$ cat config.mk
export PLATFORM = sky130hd
export DESIGN_NAME = branch_predictor_btb
export DESIGN_NICKNAME = d
export VERILOG_FILES = /design/src/rtl/branch_predictor_btb.sv
export SDC_FILE = /design/constraint.sdc
export NUM_CORES = 2
export LEC_CHECK = 0
export ABC_AREA = 1
export CORE_MARGIN = 2
export CORE_UTILIZATION = 35
export CTS_BUF_LIST = sky130_fd_sc_hd__clkbuf_16
export CTS_CLUSTER_SIZE = 12
export DETAILED_ROUTE_END_ITERATION = 10
export SYNTH_ARGS = -nofsm -noshare
export SYNTH_HDL_FRONTEND = slang
export SYNTH_SLANG_ARGS = --single-unit
$ cat constraint.sdc
create_clock -name clk_i -period 2.84 [get_ports clk_i]
set_clock_uncertainty 0.05 [all_clocks]
set_input_delay 0.284 -clock clk_i [delete_from_list [all_inputs] [get_ports clk_i]]
set_output_delay 0.284 -clock clk_i [all_outputs]
set_load 0.1 [all_outputs]
$ cat src/rtl/branch_predictor_btb.sv
// ---------------------------------------------------------------------------
// branch_predictor_btb
//   Branch target buffer with per-entry saturating direction counters. It
//   sits beside the IF-stage PC and predicts the next PC for branches and
//   jumps. The MEM stage trains it with resolved outcomes. It also flags
//   mispredicts and keeps a saturating mispredict count.
//
// Ports
//   clk_i         clock; all state changes on the rising edge
//   rst_n         asynchronous active-low reset
//   lk_pc_i       IF-stage PC to look up
//   lk_hit_o      lookup hit (valid entry with matching tag)
//   lk_taken_o    predicted taken (hit and counter MSB set)
//   lk_target_o   predicted next PC (entry target, else lk_pc_i + 4)
//   upd_valid_i   a branch/jump resolves this cycle
//   upd_pc_i      PC of the resolved instruction
//   upd_taken_i   actual outcome
//   upd_target_i  actual target (meaningful when taken)
//   upd_pred_i    prediction carried down the pipe with the instruction
//   upd_ptgt_i    predicted target carried down the pipe
//   inv_all_i     synchronous invalidate of every entry
//   mispredict_o  combinational: the resolved instruction was mispredicted
//   stat_miss_o   saturating count of mispredicts
// ---------------------------------------------------------------------------
module branch_predictor_btb #(
  parameter int unsigned PC_W    = 32,
  parameter int unsigned ENTRIES = 16,
  parameter int unsigned CTR_W   = 2,
  parameter int unsigned STAT_W  = 16
) (
  input  logic              clk_i,
  input  logic              rst_n,
  input  logic [PC_W-1:0]   lk_pc_i,
  output logic              lk_hit_o,
  output logic              lk_taken_o,
  output logic [PC_W-1:0]   lk_target_o,
  input  logic              upd_valid_i,
  input  logic [PC_W-1:0]   upd_pc_i,
  input  logic              upd_taken_i,
  input  logic [PC_W-1:0]   upd_target_i,
  input  logic              upd_pred_i,
  input  logic [PC_W-1:0]   upd_ptgt_i,
  input  logic              inv_all_i,
  output logic              mispredict_o,
  output logic [STAT_W-1:0] stat_miss_o
);

  localparam int unsigned IDX_W = $clog2(ENTRIES);
  localparam int unsigned TAG_W = PC_W - IDX_W - 2;

  localparam logic [CTR_W-1:0]  CTR_MAX  = {CTR_W{1'b1}};
  // Weak taken / weak not-taken encodings (1 / 0 when CTR_W == 1).
  localparam logic [CTR_W-1:0]  CTR_WT   = CTR_W'(2 ** (CTR_W - 1));
  localparam logic [CTR_W-1:0]  CTR_WNT  = CTR_W'(2 ** (CTR_W - 1) - 1);
  localparam logic [STAT_W-1:0] STAT_MAX = {STAT_W{1'b1}};

  // Table held in flops so every entry can be cleared in one edge.
  logic              valid_q  [ENTRIES];
  logic [TAG_W-1:0]  tag_q    [ENTRIES];
  logic [PC_W-1:0]   target_q [ENTRIES];
  logic [CTR_W-1:0]  ctr_q    [ENTRIES];
  logic [STAT_W-1:0] stat_q;

  logic [IDX_W-1:0]  lk_idx;
  logic [TAG_W-1:0]  lk_tag;
  logic [IDX_W-1:0]  upd_idx;
  logic [TAG_W-1:0]  upd_tag;
  logic              upd_hit;

  // Byte-offset bits of the update PC never address the table.
  logic              unused_pc_bits;
  assign unused_pc_bits = ^upd_pc_i[1:0];

  function automatic logic [CTR_W-1:0] sat_inc(input logic [CTR_W-1:0] c);
    return (c == CTR_MAX) ? c : c + CTR_W'(1);
  endfunction

  function automatic logic [CTR_W-1:0] sat_dec(input logic [CTR_W-1:0] c);
    return (c == '0) ? c : c - CTR_W'(1);
  endfunction

  // Address split: word index from the low PC bits, tag from the rest.
  always_comb begin
    lk_idx  = lk_pc_i[IDX_W+1:2];
    lk_tag  = lk_pc_i[PC_W-1:IDX_W+2];
    upd_idx = upd_pc_i[IDX_W+1:2];
    upd_tag = upd_pc_i[PC_W-1:IDX_W+2];
  end

  // Lookup reads pre-edge contents only; a same-cycle update is not bypassed.
  always_comb begin
    lk_hit_o    = valid_q[lk_idx] && (tag_q[lk_idx] == lk_tag);
    lk_taken_o  = lk_hit_o && ctr_q[lk_idx][CTR_W-1];
    lk_target_o = lk_taken_o ? target_q[lk_idx] : lk_pc_i + PC_W'(4);
  end

  assign upd_hit = valid_q[upd_idx] && (tag_q[upd_idx] == upd_tag);

  // Wrong direction, or right "taken" call with the wrong target.
  always_comb begin
    mispredict_o = 1'b0;
    if (upd_valid_i) begin
      mispredict_o = (upd_pred_i != upd_taken_i) ||
                     (upd_taken_i && upd_pred_i && (upd_ptgt_i != upd_target_i));
    end
  end

  // Table training; invalidate-all takes priority over a same-cycle update.
  always_ff @(posedge clk_i or negedge rst_n) begin
    if (!rst_n) begin
      for (int unsigned i = 0; i < ENTRIES; i++) begin
        valid_q[i]  <= 1'b0;
        tag_q[i]    <= '0;
        target_q[i] <= '0;
        ctr_q[i]    <= CTR_WNT;
      end
    end else if (inv_all_i) begin
      for (int unsigned i = 0; i < ENTRIES; i++) begin
        valid_q[i] <= 1'b0;
        ctr_q[i]   <= CTR_WNT;
      end
    end else if (upd_valid_i) begin
      if (upd_hit) begin
        if (upd_taken_i) begin
          ctr_q[upd_idx]    <= sat_inc(ctr_q[upd_idx]);
          target_q[upd_idx] <= upd_target_i;
        end else begin
          ctr_q[upd_idx]    <= sat_dec(ctr_q[upd_idx]);
        end
      end else if (upd_taken_i) begin
        // Only taken branches allocate; they replace whatever aliases there.
        valid_q[upd_idx]  <= 1'b1;
        tag_q[upd_idx]    <= upd_tag;
        target_q[upd_idx] <= upd_target_i;
        ctr_q[upd_idx]    <= CTR_WT;
      end
    end
  end

  // Mispredict statistic, sticky at its maximum.
  always_ff @(posedge clk_i or negedge rst_n) begin
    if (!rst_n) begin
      stat_q <= '0;
    end else if (mispredict_o && (stat_q != STAT_MAX)) begin
      stat_q <= stat_q + STAT_W'(1);
    end
  end

  assign stat_miss_o = stat_q;

endmodule

==> results.md <==
* Outcome: finished, violations left
* Failing checks: negative setup slack
* Max Cap Violations at 0
* Top cell type by total area after synthesis: dfrtp_1
* RR Startpoint: tag_q[405]
* Via count at approximately 54000
* Placed cell area at between 60000 and 70000 um^2
* Die Wd at 393 um
* Clk_lat worst skew at 770 ps
* F_max at roughly 270 MHz
* Initial antenna violation count at 7
* Netlist cell types at 37
* CTS H-tree lvls at 3
* Placer Congestion at 0.971
* Ranking of synthesized cells by area: dfrtp_1 46%, nand2_1 16%, o21ai_0 15%
* Pwr/cell area at 560 nW/um^2
* Largest net degree at the start of global routing at between 90 and 100
* DPL Wire Length at 146 mm
* Die span in y at 393 um
* GRT Overall Usage at between 20% and 30%
* Layout area overhead at 33.0%
* Share of cells above drive strength 1 at 20.0%
* Hold Crit Class: input pin to async pin
* Crit Path Category: input pin to output pin
* Syn_nets at 7406
* Sequential-to-total area share from yosys stat at a little under half
* Longest Clk Path Bufs at 3
* Fin nets at 8005
* Post-route ant nets at 0
* Worst-case reg-to-reg path depth at 20
* Crit-path cells: clkdlybuf4s50_1 > buf_6 > inv_4 > nor2_4 > buf_12 > buf_4 > nand2_1 > nand3_1 > nand3_1 > nor2_1 > nand3_1 > nor2_4 > buf_12 > nand2_8 > buf_12 > o21ai_4 > buf_12
* Port Buf Inserts at 182
* First-pass GRT wire length at 324 mm
* Commonest non-fill, non-tap cells in the layout: 2036 x nand2_1, 1456 x o21ai_0, 973 x dfrtp_1
* Pre-antenna DRT Iters at 8
* Clock Root Buffer: clkbuf_16
* Synth top area share at 46.2%
* Max Slew Vio Count at 0
* Syn avg cell area at just over 7 um^2
* Vias per inst at 5.45
* Initial Util at 35.3%
* R2R Setup Slk at -170 ps
* Die area at 154000 um^2
* Warnings, synthesis at 0
* Crit path max-delay family: buffers and inverters
* Hold Slack at just over 80 ps
* Remaining Overflow, GRT at 0
* Slew HR at 28.9%
* DRC viols at 0
* Clock transition at the registers of the reported paths at 60 ps
* Vias in the first global route at about 50000
* Crit path time final at 3740 ps
* Slowest stage cell, crit path: clkdlybuf4s50_1
* Max rail drop VDD at ~0.00053 V
* Maximum fanout along the worst path at 6
* Gate Count Post-Synth at 7269
* Final Hold Viols at 0
* Worst Max-Slew Pin Slew at 1070 ps
* CTS Sinks at slightly below 1000
* Core area at between 100000 and 150000 um^2
* CP endpoint kind: output pin
* CP dominant cell by count: buf_12
* CP Launch Type: input pin
* CP bufs+invs at 8
* Rows at approximately 140
* CTS tree: done
* DR WL/cell at 22.8 um
* Most common cell after layout, fill and taps aside: nand2_1
* Leakage at 32.8 nW
* Design area at approximately 70000 um^2
* Synth Cell Area at 52800 um^2
* RSZ-0062 raised after global routing: yes
* CTS buffer count at 109
* IO Pins at 185
* Final WL at 227 mm
* Final WS setup at -905 ps
* CP Launch Point: lk_pc_i[5]
* Data arrival, critical path at 3410 ps
* Setup-failing EPs final at 282
* #FFs+latches synth at 992
* DR iter-0 viols at 6556
* CP max stage delay at roughly 470 ps
* Period utilisation layout at 132%
* Worst EP required at 2510 ps
* RR Endpoint: tag_q[23]
## cells by family (layout without fill, tap and decap cells)
group / count (synthesis) / after routing / synth area share [%]
and+or+nand+nor: 3112 / 3113 / 23.2
AOI/OAI and AO/OA: 2096 / 2096 / 20.8
DFF: 992 / 992 / 47.0
buffers and inverters: 991 / 1670 / 7.71
xor gates and xnor gates: 75 / 75 / 1.24
adders and majority gates: 3 / 3 / 0.0711
other: 0 / 3 / 0
## worst max-delay path by stage
stage                            to  slack [ps]  cells past startpoint
finish               lk_target_o[6]        -900                     17
global route        lk_target_o[22]       -1010                     21
CTS                  lk_target_o[6]        -830                     17
detailed placement  lk_target_o[10]       -1050                     20
global placement    lk_target_o[10]       -1060                     20
floorplan           lk_target_o[27]        -140                     18
## timing repair
action | in CTS | in global routing
setup endpoints to repair | 165 | 476
setup buffers | 27 | 33
hold buffers | 1 | 0
gates cloned | 16 | 47
pin swaps | 47 | 118
resized for setup | 174 | 557
hold endpoints to repair | 325 | 0
## synthesized netlist by cell type
library cell and count:
nand2_1 2276, clkinv_1 3, o211a_1 9, a221oi_1 19, o21ai_1 27, nor2b_1 1, a21oi_1 238, o211ai_1 42
inv_1 420, nand2_4 9, nor3_1 20, nand4_1 38, a21boi_0 1, buf_4 28, buf_6 5, a32o_1 11
nor4_1 8, o22ai_1 98, nand2_2 7, o21ai_0 1618, nand3_1 227, buf_1 20, inv_2 18, xnor2_1 38
o21a_1 1, xor2_1 37, clkbuf_1 327, ha_1 3, nand3b_1 3, nor2_4 3, dfstp_2 16, nor3_2 1
a31oi_1 10, buf_2 170, o221ai_1 22, nor2_1 519, dfrtp_1 976
## layer usage
layer  GRT usage [%]  up-vias  routed length (um)
met4            14.2        6               15600
met3            5.06      649               20200
met1            36.4    26000               89900
met2            43.8     2682              101000
li1                -    25000                   -
met5               0        -                  78
## sequential cells by signal (all words and copies together), names as in the netlist
register     count
target_q       512
tag_q          416
ctr_q           32
stat_miss_o     16
valid_q         16
## layout make-up
| cell class | count | area (um^2) |
|---|---|---|
| clock inverter | 82 | 584 |
| timing repair buffer | 1037 | 11700 |
| fill | 14600 | 79500 |
| clock buffer | 110 | 2750 |
| inverter | 441 | 1720 |
| antenna | 3 | 7.51 |
| sequential | 992 | 24800 |
| tap | 2016 | 2520 |
| multi-input combinational | 5287 | 26100 |
## metrics by stage
| stage | power (mW) | utilization (%) | worst slack, ps | std cells | TNS, ps |
|---|---|---|---|---|---|
| after detailed placement | 25.3 | 42.1 | -1050 | 9667 | -313190 |
| after global placement | 25.1 | 42.1 | -1060 | 9667 | -324400 |
| after global routing | 41.1 | 46.9 | -1010 | 9965 | -67190 |
| final | 39.4 | 46.9 | -905 | 9968 | -40400 |
| after CTS | 39.0 | 45.1 | -830 | 9894 | -25870 |
| after floorplan | 21.5 | - | -139 | 7269 | -3160 |
## power by group
group	leakage [nW]	total, mW	switching [mW]	internal (mW)
Combinational	17.9	8.64	5.30	3.34
Clock	1.73	13.6	6.22	7.37
Sequential	13.1	17.1	1.13	16.0
Total	32.8	39.4	12.6	26.7
Note: power is estimated with default switching activity, not from simulation.
